File: config.mk
export PLATFORM = sky130hd
export DESIGN_NAME = regfile_alu_pipe
export DESIGN_NICKNAME = d
export VERILOG_FILES = /design/src/rtl/regfile_alu_pkg.sv /design/src/rtl/regfile_alu_pipe_alu.sv /design/src/rtl/regfile_alu_pipe.sv
export SDC_FILE = /design/constraint.sdc
export NUM_CORES = 1
export LEC_CHECK = 0
export BUFFER_PORTS_ARGS = -buffer_cell sky130_fd_sc_hd__buf_4
export CAP_MARGIN = 20
export CORE_MARGIN = 2
export CORE_UTILIZATION = 61
export DETAILED_ROUTE_END_ITERATION = 16
export GPL_ROUTABILITY_DRIVEN = 0
export HOLD_SLACK_MARGIN = 0.03
export PLACE_DENSITY = 0.88
export SYNTH_ARGS = -nofsm -noshare
export SYNTH_HDL_FRONTEND = slang
export SYNTH_HIERARCHICAL = 1
export SYNTH_SLANG_ARGS = --single-unit
File: constraint.sdc
create_clock -name clk -period 13.1 [get_ports clk]
set_input_delay 1.965 -clock clk [delete_from_list [all_inputs] [get_ports clk]]
set_output_delay 1.965 -clock clk [all_outputs]
set_load 0.05 [all_outputs]
File: src/rtl/regfile_alu_pkg.sv
// Shared encodings for the register file / ALU pipeline and its ALU.
package regfile_alu_pkg;

    // ALU operation encodings
    localparam logic [1:0] OP_ADD = 2'b00;
    localparam logic [1:0] OP_SUB = 2'b01;
    localparam logic [1:0] OP_AND = 2'b10;
    localparam logic [1:0] OP_OR  = 2'b11;

    // Write-source select encodings
    localparam logic SEL_DIN = 1'b0;
    localparam logic SEL_ALU = 1'b1;

endpackage : regfile_alu_pkg

File: src/rtl/regfile_alu_pipe_alu.sv
// Purely combinational ALU: ADD/SUB with carry-out, AND/OR with carry forced low.
module alu_param
    import regfile_alu_pkg::*;
#(
    parameter int WIDTH = 16
) (
    input  logic [1:0]       op,
    input  logic [WIDTH-1:0] a,
    input  logic [WIDTH-1:0] b,
    output logic [WIDTH-1:0] r,
    output logic             c
);

    // One extra bit so the carry of ADD/SUB falls out of the sum naturally.
    logic [WIDTH:0] w_sum;

    // Select the operation; SUB is a + ~b + 1 so carry=1 means no borrow.
    always_comb begin
        w_sum = {(WIDTH+1){1'b0}};
        case (op)
            OP_ADD:  w_sum = {1'b0, a} + {1'b0, b};
            OP_SUB:  w_sum = {1'b0, a} + {1'b0, ~b} + {{WIDTH{1'b0}}, 1'b1};
            OP_AND:  w_sum = {1'b0, a & b};
            OP_OR:   w_sum = {1'b0, a | b};
            default: w_sum = {1'b0, a | b};
        endcase
    end

    assign r = w_sum[WIDTH-1:0];
    assign c = w_sum[WIDTH];

endmodule : alu_param

File: src/rtl/regfile_alu_pipe.sv
// Register file with integrated ALU, one write-back stage, forwarding from
// that stage to both read ports, and registered carry/zero flags.
module regfile_alu_pipe
    import regfile_alu_pkg::*;
#(
    parameter  int WIDTH = 16,
    parameter  int DEPTH = 8,
    localparam int AW    = $clog2(DEPTH)
) (
    input  logic             clk,
    input  logic             reset,
    input  logic             wr,
    input  logic             sel,
    input  logic [1:0]       op,
    input  logic [AW-1:0]    rd_addr_a,
    input  logic [AW-1:0]    rd_addr_b,
    input  logic [AW-1:0]    wr_addr,
    input  logic [WIDTH-1:0] d_in,
    output logic [WIDTH-1:0] d_out_a,
    output logic [WIDTH-1:0] d_out_b,
    output logic             cout,
    output logic             zero,
    output logic             wb_valid
);

    logic [WIDTH-1:0] r_mem [DEPTH];
    logic             r_wb_valid;
    logic [AW-1:0]    r_wb_addr;
    logic [WIDTH-1:0] r_wb_data;
    logic             r_cout;
    logic             r_zero;

    logic [WIDTH-1:0] w_alu_r;
    logic             w_alu_c;
    logic [WIDTH-1:0] w_wb_next;

    alu_param #(
        .WIDTH (WIDTH)
    ) u_alu (
        .op (op),
        .a  (d_out_a),
        .b  (d_out_b),
        .r  (w_alu_r),
        .c  (w_alu_c)
    );

    // Data entering the write-back stage: external data or ALU result.
    always_comb begin
        w_wb_next = d_in;
        if (sel == SEL_ALU) begin
            w_wb_next = w_alu_r;
        end else begin
            w_wb_next = d_in;
        end
    end

    // Commit the write-back stage into the array; the array is only ever
    // written from the stage, never directly from the issue inputs.
    always_ff @(posedge clk) begin
        if (reset) begin
            for (int i = 0; i < DEPTH; i++) begin
                r_mem[i] <= {WIDTH{1'b0}};
            end
        end else if (r_wb_valid) begin
            r_mem[r_wb_addr] <= r_wb_data;
        end
    end

    // Write-back stage: loads every issue; an idle cycle empties it.
    always_ff @(posedge clk) begin
        if (reset) begin
            r_wb_valid <= 1'b0;
            r_wb_addr  <= {AW{1'b0}};
            r_wb_data  <= {WIDTH{1'b0}};
        end else begin
            r_wb_valid <= wr;
            if (wr) begin
                r_wb_addr <= wr_addr;
                r_wb_data <= w_wb_next;
            end
        end
    end

    // Flags only follow ALU-sourced writes; everything else holds them.
    always_ff @(posedge clk) begin
        if (reset) begin
            r_cout <= 1'b0;
            r_zero <= 1'b0;
        end else if (wr && (sel == SEL_ALU)) begin
            r_cout <= w_alu_c;
            r_zero <= (w_alu_r == {WIDTH{1'b0}});
        end
    end

    // Read ports: the pending write-back entry wins over the array contents.
    always_comb begin
        d_out_a = r_mem[rd_addr_a];
        d_out_b = r_mem[rd_addr_b];
        if (r_wb_valid && (r_wb_addr == rd_addr_a)) begin
            d_out_a = r_wb_data;
        end else begin
            d_out_a = r_mem[rd_addr_a];
        end
        if (r_wb_valid && (r_wb_addr == rd_addr_b)) begin
            d_out_b = r_wb_data;
        end else begin
            d_out_b = r_mem[rd_addr_b];
        end
    end

    assign cout     = r_cout;
    assign zero     = r_zero;
    assign wb_valid = r_wb_valid;

endmodule : regfile_alu_pipe

==> impl_metrics.py <==
metrics = {
    "drt": {
        "route.detailed.drc": 0,
        "drt-wirelength-per-cell_um": 24.3,
        "drt_first_pass_iters": 7,
        "ant_nets": 0,
        "wl_um": 28700,
        "drt_iter0_drc": 1002,
        "num_vias": 7870,
        "vias_per_cell": 6.66,
    },
    "global_route": {
        "grt_pass1_wl_um": 43800,
        "gr-usage-all-layers_pct": 32.5,
        "grt_pass1_vias": 7826,
        "grt_max_degree": 40,
        "globalRouteOverflowTotal": 0,
        "grt_antenna_before_repair": 0,
    },
    "sta": {
        "grt_setup_unrepaired": "no",
        "tns_ns": 0,
        "max_freq_ghz": 0.160,
        "setup_viol": 0,
        "period_needed_ns": 6.27,
        "skew_ns": 0.00985,
        "max_slew.worst_pin.slew_ns": 0.726,
        "hold_slack_ns": 0.478,
        "hold_viol_final": 0,
        "drv_slew": 0,
        "fin_crit_sh_pct": 47.9,
        "slew_headroom_pct": 51.4,
    },
    "layout": {
        "nets": 1031,
        "layout_common_cells": "and2_1 (128), edfxtp_1 (128), nor2_1 (87)",
        "syn2layout_area_growth_pct": 8.75,
        "diodes": 0,
        "multiInputGateArea_um2": 5530,
        "fill_cells": 1139,
        "final-seq-area_um2": 4280,
        "layout-drive-gt1-share_pct": 19.8,
    },
    "yosys": {
        "syn-cell-area_um2": 10400,
        "synth_ff_type": "edfxtp_1",
        "synth-edff-count": 128,
        "syn_nets": 1016,
        "synth_area_per_cell_um2": 11.2,
        "ys_seq_area_share_pct": 41.1,
        "yosysWarnings": 6,
        "synthArstFlopShare_pct": 0,
        "ys_ff_latch": 150,
        "ys_types": 74,
        "synthCells": 934,
    },
    "cts": {
        "cts_hold_buf": 0,
        "cts_tree": "done",
        "insertion_delay_ns": 0.43,
        "cts_setup_buffers": 0,
        "h-tree-depth": 4,
        "clk_pin_slew_ns": 0.06,
        "cts_root_buf": "clkbuf_16",
        "cts_resized": 0,
        "cts_buffers": 17,
        "clock_path_buffers": 2,
        "numClockSinks": 150,
    },
    "floorplan": {
        "ioPinCount": 66,
        "die-area_um2": 18100,
        "die_h_um": 135,
        "die_x_um": 135,
        "core_um2": 16600,
        "start_util_pct": 62.6,
        "num_rows": 47,
    },
    "run": {
        "drv_cap": 0,
    },
    "critical_path": {
        "worst_setup_path_start_kind": "input pin",
        "cp_max_fo": 33,
        "cp_data_arrival_time_ns": 6.63,
        "cp.required_ns": 13.46,
        "critPathCaptureType": "flip-flop",
        "rr_startpoint": "r_wb_addr[0]",
        "crit_path_start": "rd_addr_b[0]",
        "path_class": "in -> reg",
        "rrSetupSlack_ns": 8.25,
    },
    "power": {
        "peakVddDrop_mv": 0.0816,
        "power_density_nw_per_um2": 125,
        "power.leakage_uw": 0.00454,
    },
    "place": {
        "place_hpwl_um": 18600,
        "io_buffers": 65,
    },
    "worst_hold_path": {
        "min-delay-start": "cout",
        "hold_path.class": "reg -> reg",
    },
    "run_status": {
        "status": "completed",
    },
}
## per-stage QoR
stage	power, µW	utilization (%)	std cells	setup WS (ns)	cell area, µm²
after floorplan	870	-	934	6.55	10400
after CTS	1400	68.1	1181	6.93	11300
after global routing	1460	68.1	1181	6.52	11300
final	1410	68.1	1181	6.83	11300
after global placement	959	65.0	1150	6.61	10800
after detailed placement	970	65.0	1150	6.52	10800
## logic make-up after synthesis
| kind of cell | Yosys count | synth area share, % |
|---|---|---|
| adders and majority gates | 51 | 6.27 |
| AOI/OAI and AO/OA | 163 | 10.0 |
| DFF | 150 | 41.1 |
| xor gates and xnor gates | 17 | 1.43 |
| buffers and inverters | 125 | 5.73 |
| muxes | 119 | 19.3 |
| and+or+nand+nor | 309 | 16.1 |
## cells in the mapped netlist (4+ instances only)
| library cell | count | area share, % |
|---|---|---|
| and2_1 | 128 | 7.7 |
| nand4_1 | 5 | 0.30 |
| o31ai_1 | 4 | 0.29 |
| nand2_1 | 26 | 0.94 |
| mux4_2 | 65 | 14 |
| or3_1 | 5 | 0.30 |
| buf_2 | 19 | 0.91 |
| dfxtp_1 | 22 | 4.2 |
| clkbuf_8 | 4 | 0.53 |
| or2_2 | 9 | 0.54 |
| mux2i_1 | 52 | 5.0 |
| nor2b_1 | 4 | 0.24 |
| ha_1 | 49 | 5.9 |
| xor2_1 | 4 | 0.34 |
| o21bai_1 | 5 | 0.36 |
| inv_1 | 48 | 1.7 |
| a21oi_1 | 67 | 3.2 |
| edfxtp_1 | 128 | 37 |
| buf_4 | 8 | 0.58 |
| nand2b_1 | 12 | 0.72 |
| buf_6 | 4 | 0.43 |
| nor3_1 | 6 | 0.29 |
| xnor2_1 | 13 | 1.1 |
| nor2_1 | 87 | 3.1 |
| o22ai_1 | 5 | 0.30 |
| clkbuf_1 | 35 | 1.3 |
| nor4_1 | 6 | 0.36 |
| o21ai_0 | 18 | 0.87 |
| a211oi_1 | 24 | 1.7 |
| nand3_1 | 7 | 0.34 |
## worst max-delay path: stages
cell and delay [ns]:
buf_4 0.51, xnor2_1 0.19, nand4_1 0.13, buf_4 0.30
nor2_1 0.07, a21oi_1 0.30, ha_1 0.27, inv_1 0.07
fa_1 0.42, nand2b_1 0.19, a21oi_1 0.30, o21ai_1 0.18
a31o_1 0.26, o21ai_1 0.23, a2111oi_0 0.15, or3_1 0.40
nor4_1 0.28, nand4_1 0.11, o21ai_0 0.14, nor2b_1 0.14
## sequential cells by signal (all words and copies together), names as in the netlist
signal	cells
cout	1
r_mem	128
r_wb_addr	3
r_wb_data	16
wb_valid	1
zero	1
## routing by layer
metal | vias to the layer above | wire length, µm | global-route usage (%)
li1 | 3431 | - | -
met1 | 3765 | 9820 | 39.7
met2 | 565 | 14400 | 55.4
met3 | 109 | 3290 | 8.22
met4 | 0 | 1180 | 13.5
met5 | - | 0 | 0
## area by class of cell
cell class                      instances  area share [%]
Clock buffer                           19            3.82
Clock inverter                         12           0.696
Inverter                               50            1.66
Multi-Input combinational cell        659            48.9
Sequential cell                       150            37.8
Tap cell                              220            2.43
Timing Repair Buffer                   71            4.71
## power breakdown
| group | total (µW) | internal (µW) | switching (µW) |
|---|---|---|---|
| Clock | 437 | 240 | 197 |
| Sequential | 567 | 539 | 27.9 |
| Combinational | 409 | 152 | 257 |
| Total | 1410 | 932 | 482 |
## worst paths after layout
| kind | cells past startpoint | end |
|---|---|---|
| setup / recovery | 20 | zero |
| hold / removal | 2 | cout |
| setup reg to reg | 19 | zero |
| hold reg to reg | 2 | cout |
Power figures use the tool's default switching activity.
